<file path="src/rtl/sync_ram_module.sv">
// sync_ram_module
//   Single-port synchronous RAM with one shared address bus, a write enable
//   and registered read data. Depth is 2**ADDR_WIDTH words of DATA_WIDTH bits.
//   Every word and the output register are cleared by the asynchronous reset,
//   so no read can ever return uninitialised data.
//
// Ports
//   clk    in  1           clock; all state updates on the rising edge
//   rst_n  in  1           asynchronous active-low reset (clears mem and dout)
//   we     in  1           1 = write din to mem[addr], 0 = read mem[addr]
//   addr   in  ADDR_WIDTH  word address for the read or write
//   din    in  DATA_WIDTH  write data
//   dout   out DATA_WIDTH  registered read data (write-first on a write cycle)
module sync_ram_module #(
  parameter int DATA_WIDTH = 8,
  parameter int ADDR_WIDTH = 4
) (
  input  logic                  clk,
  input  logic                  rst_n,
  input  logic                  we,
  input  logic [ADDR_WIDTH-1:0] addr,
  input  logic [DATA_WIDTH-1:0] din,
  output logic [DATA_WIDTH-1:0] dout
);

  localparam int DEPTH = 2 ** ADDR_WIDTH;

  logic [DATA_WIDTH-1:0] mem [DEPTH];

  // NOTE: the storage is cleared by an asynchronous reset, so it must be built
  // from resettable flip-flops; a vendor block RAM cannot clear every word at
  // once. That is intentional for this small scratch store.
  // NOTE: non-blocking assignments keep mem and dout updating from the same
  // pre-edge values, so a write and its write-first output agree cycle-exactly.
  always_ff @(posedge clk or negedge rst_n) begin
    if (!rst_n) begin
      for (int i = 0; i < DEPTH; i++) begin
        mem[i] <= '0;
      end
      dout <= '0;
    end else if (we) begin
      mem[addr] <= din;
      // Write-first: the new data appears on dout at the same edge.
      dout      <= din;
    end else begin
      dout      <= mem[addr];
    end
  end

endmodule

</file>
<file path="config.mk">
export PLATFORM = sky130hd
export DESIGN_NAME = sync_ram_module
export DESIGN_NICKNAME = d
export VERILOG_FILES = /design/src/rtl/sync_ram_module.sv
export SDC_FILE = /design/constraint.sdc
export NUM_CORES = 1
export LEC_CHECK = 0
export CORE_MARGIN = 1.5
export CORE_UTILIZATION = 50
export DETAILED_ROUTE_END_ITERATION = 6
export PLACE_DENSITY_LB_ADDON = 0.1
export REMOVE_ABC_BUFFERS = 1
export SETUP_SLACK_MARGIN = 0.4
export SYNTH_ARGS = -nofsm -noshare
export SYNTH_HDL_FRONTEND = slang
export SYNTH_SLANG_ARGS = --single-unit
</file>
<file path="constraint.sdc">
create_clock -name clk -period 2.25 [get_ports clk]
set_clock_uncertainty 0.05 [all_clocks]
set_input_delay 0.675 -clock clk [delete_from_list [all_inputs] [get_ports clk]]
set_output_delay 0.675 -clock clk [all_outputs]
set_load 0.01 [all_outputs]
</file>
* Word-level counts from Yosys, hierarchy flattened
Index checks and enable logic that the tools add are counted.
** Storage, ports and cells
- Register bits after elaboration :: 136
- Latch bits :: 0
- Bits in writable memories :: 0
- Bits in read-only memories :: 0
- Input port bits :: 15
- Output and inout port bits :: 8
- Logic and storage cells :: 28
- Memories kept :: 0
** Operators by class
- $add $sub $neg :: 0
- Multiply operators :: 0
- Divide/modulo/power cells :: 0
- $lt $le $gt $ge :: 2
- Eq/ne operators :: 0
- Shift operators :: 0
- Multiplexer cells :: 7
- Bitwise logic cells :: 1
- Reductions and logical operators :: 1
** Operator list (count)
- 128-bit bitwise mux :: 1
- 8-bit binary-select mux with 4-bit select :: 1
- 8-bit demux with 4-bit select :: 1
- 8-bit 2-to-1 mux :: 4
- 5-bit greater-or-equal comparator, second input constant :: 1
- 5-bit by 1-bit less-than comparator with 1-bit output, second input constant :: 1
- 4-bit inverter with 5-bit output :: 1
- 1-bit logical AND :: 1

* Longest topological paths before layout
- Word-level depth :: 6
- Mapped depth :: 7

* Least setup slack after synthesis
Ideal clock, no wire load.
- Path type :: input port to flip-flop
- Start point :: input port addr[0]
- End point :: register mem[78] in the netlist's numbering
- Library setup time :: 125 ps
- Arrival :: 1948 ps
- Slack :: 127 ps
- Stages on the path :: 6
- Cell sequence :: buf_6 -> buf_4 -> nor3b_1 -> nor2b_1 -> buf_2 -> mux2_2
** On the way
- Cells in the longest elaborated chain, start to end :: 6
- Elaborated cells between the ends (all ways) :: 7
- Classes of those cells :: order compare: 2; mux: 3; bitwise: 1; reduce/logical: 1
** Ends and longest elaborated chain
- start: declaration :: RTL line 21 : input logic [ADDR_WIDTH-1:0] addr,
- 4-bit inverter with 5-bit output (implied by the code) * :: RTL line 42 : mem[addr] <= din;
- 5-bit greater-or-equal comparator (implied by the code) / 5-bit by 1-bit less-than comparator with 1-bit output (equally long branches) :: RTL line 42
- 1-bit logical AND (implied by the code) :: RTL line 42
- 8-bit 2-to-1 mux (implied by the code) :: RTL line 42
- 8-bit demux with 4-bit select * :: RTL line 42
- 128-bit bitwise mux * :: RTL line 42
- end signal: indexed assignment :: RTL line 42
- end: declaration :: RTL line 28 : logic [DATA_WIDTH-1:0] mem [DEPTH];
Every way passes the cells marked *; elsewhere a longest branch is shown, timed or not.
A chain may end at the register's enable or synchronous reset.

* Worst setup path in the final report
- Start point :: register dout[3]
- End point :: output port dout[3]
** RTL lines
- start: declaration :: RTL line 23 : output logic [DATA_WIDTH-1:0] dout
- start signal: assignment :: RTL line 44 : dout <= din;
- start signal: assignment :: RTL line 46 : dout <= mem[addr];
No word-level cell between the ends.

==> flow_summary.json <==
{
  "syn_inst": 464,
  "ioPinCount": 23,
  "firstDrtPassIters": 4,
  "nets": 546,
  "drc": 0,
  "worstPathArrival_ns": 1.09,
  "avgViaCountPerCell": 5.74,
  "synth_edf_count": 0,
  "post-place-cells": 655,
  "fp.dieH_microns": 113,
  "p_per_area_nw_per_um2": 969,
  "crit_path_max_incr_delay_ns": 0.37,
  "use_met3": 0.0745,
  "avgRoutedWirePerCell_microns": 20.9,
  "htreeDepth": 4,
  "maxCapViolCount": 0,
  "ys.flop_type": "dfrtp_1",
  "rsz0062_at_grt": "no",
  "finish.utilization": 0.643,
  "cp_cell_sequence": "dlygate4sd2_1",
  "use_met2": 0.383,
  "synth_top_area_frac": 0.562,
  "drtIter0Drc": 268,
  "use_met1": 0.341,
  "period_needed_ns": 1.81,
  "critical-path-slowest-cell": "dfrtp_1",
  "min_path_type": "primary input to asynchronous set/reset pin",
  "totalPowerFinal_mw": 7.43,
  "synth_area_per_cell_sq_um": 13.0,
  "syn-cell-area_sq_um": 6050,
  "synth_area_leader_cell": "dfrtp_1",
  "hold_slack_ns": 0.134,
  "vias": 3968,
  "cts_tree": "done",
  "area_delta_synth_final_pct": 26.6,
  "die_x_microns": 113,
  "clk_pin_slew_ns": 0.06,
  "ys_seq_area_frac": 0.562,
  "wl_microns": 14400,
  "drv_slew": 0,
  "ys_ff_latch": 136,
  "antennaDiodeCount": 0,
  "crit_cells": 1,
  "dp_hpwl_microns": 9870,
  "end_kind": "output port",
  "grt.busiest_layer": "met2",
  "drive_gt1_frac": 0.390,
  "synth.most_common_cell": "dfrtp_1",
  "fillCellCount": 913,
  "clkSinkCount": 136,
  "first_global_vias": 4194,
  "r2r-start": "mem[96]",
  "postRouteAntennaNets": 0,
  "cts_root_buf": "clkbuf_16",
  "final_cell_area_sq_um": 7660,
  "rr_endpoint": "dout[0]",
  "gp_congestion": 0.852,
  "fmaxAchievable_mhz": 552,
  "numCtsBuffers": 17,
  "reg2reg_depth": 4,
  "port_buffers": 22,
  "setup_viol": 0,
  "finalHoldViolations": 0,
  "yosysUniqueCellTypes": 30,
  "antenna_found_initial": 0,
  "p_leak_nw": 3.44,
  "slew-limit-headroom": 0.626,
  "status": "complete, no violations",
  "track_usage": 0.252,
  "synthTopCellsByCount": "dfrtp_1, mux2_2, nand2_1",
  "core-area_sq_um": 11900,
  "crit_fanout": 1,
  "rows": 40,
  "yosys-top-cells-area": "dfrtp_1, mux2_2, mux4_2",
  "grt_max_degree": 54,
  "r2r_slack_ns": 0.63,
  "crit_buf_inv": 1,
  "period_share": 0.806,
  "globalRouteOverflowTotal": 0,
  "async_flop_share": 1.00,
  "irDropWorstVdd_mv": 0.727,
  "start_util": 0.508,
  "ys_warn_count": 0,
  "clkLatencyLatePin_ns": 0.42,
  "clock_path_buffers": 2,
  "crit_type": "register to output port",
  "grt_pass1_wl_microns": 23400,
  "die_area_sq_um": 12800,
  "required_ns": 1.52,
  "placed_area_sq_um": 6880,
  "fin_cells": 691,
  "start_kind": "register",
  "cpLargestDelayFamily": "flip-flops",
  "tightestPinTransition_ns": 0.560
}
-- per-layer routing --
metal | part of all wire | up-vias
li1 | - | 1817
met1 | 0.45 | 2041
met2 | 0.47 | 83
met3 | 0.049 | 27
met4 | 0.027 | 0
met5 | 0 | -
-- state kept, by name (all words and copies together), names as in the netlist --
signal,count
mem,128
dout,8
-- worst max-delay path by stage --
stage	slack, ns	end	from
2_1_floorplan	0.23	mem[72]	addr[3]
4_1_cts	0.36	dout[4]	addr[0]
3_3_place_gp	-0.29	dout[4]	addr[3]
6_report	0.44	dout[3]	dout[3]
3_5_place_dp	-0.34	dout[0]	addr[3]
5_1_grt	0.40	dout[3]	dout[3]
-- kinds of logic (layout without fill, tap and decap cells) --
group / count (synthesis) / in the layout / share of synthesized area
compound gates: 74 / 74 / 0.0699
buf+inv: 40 / 120 / 0.0312
mux: 133 / 133 / 0.273
flops: 136 / 136 / 0.562
simple gates: 81 / 81 / 0.0637
-- cell usage in the layout, fill, tap and decap left out, types with 3 or more instances in the layout --
cell type / synthesis / layout
bufinv_16: 0 / 4
mux2_2: 87 / 87
nand3b_1: 4 / 4
inv_1: 7 / 7
clkdlybuf4s15_1: 0 / 3
nand2_1: 45 / 45
nand2b_1: 5 / 3
buf_6: 1 / 3
o22ai_1: 14 / 13
clkdlybuf4s50_1: 0 / 8
or3_1: 3 / 3
buf_4: 1 / 41
a21oi_1: 8 / 8
clkbuf_8: 0 / 4
o21ai_1: 3 / 3
a22o_1: 7 / 7
dfrtp_1: 136 / 136
buf_12: 1 / 14
dlygate4sd2_1: 0 / 7
o21ai_0: 39 / 39
nor4_2: 0 / 5
nor2_1: 6 / 6
mux4_2: 17 / 17
clkbuf_16: 0 / 17
nor2_2: 5 / 5
clkinvlp_4: 0 / 3
mux2i_1: 29 / 29
-- metrics by stage --
step | worst slack [ns] | setup TNS, ns
global route | 0.400 | 0
floorplan | 0.230 | 0
detailed placement | -0.344 | -25.88
CTS | 0.358 | 0
global placement | -0.293 | -24.53
finish | 0.437 | 0
-- layout make-up --
cell class	count	area [sq um]	share of cell area
Multi-Input combinational cell	288	2510	0.328
Sequential cell	136	3400	0.444
Tap cell	147	184	0.0240
Clock buffer	22	484	0.0632
Inverter	7	26.3	0.00343
Timing Repair Buffer	81	891	0.116
Clock inverter	10	165	0.0215
-- report_power, final --
part	leakage, nW	internal, mW	total (mW)	switching (mW)
sequential	1.68	2.98	3.26	0.273
clock	0.309	1.97	2.98	1.01
combinational	1.44	0.680	1.19	0.514
-- repair_timing --
action	CTS	global route
hold buffers	0	0
resized for setup	24	10
gates cloned	3	0
setup endpoints to repair	144	34
buffers inserted	0	1
pin swaps	4	2
(Power assumes the default switching activity.)
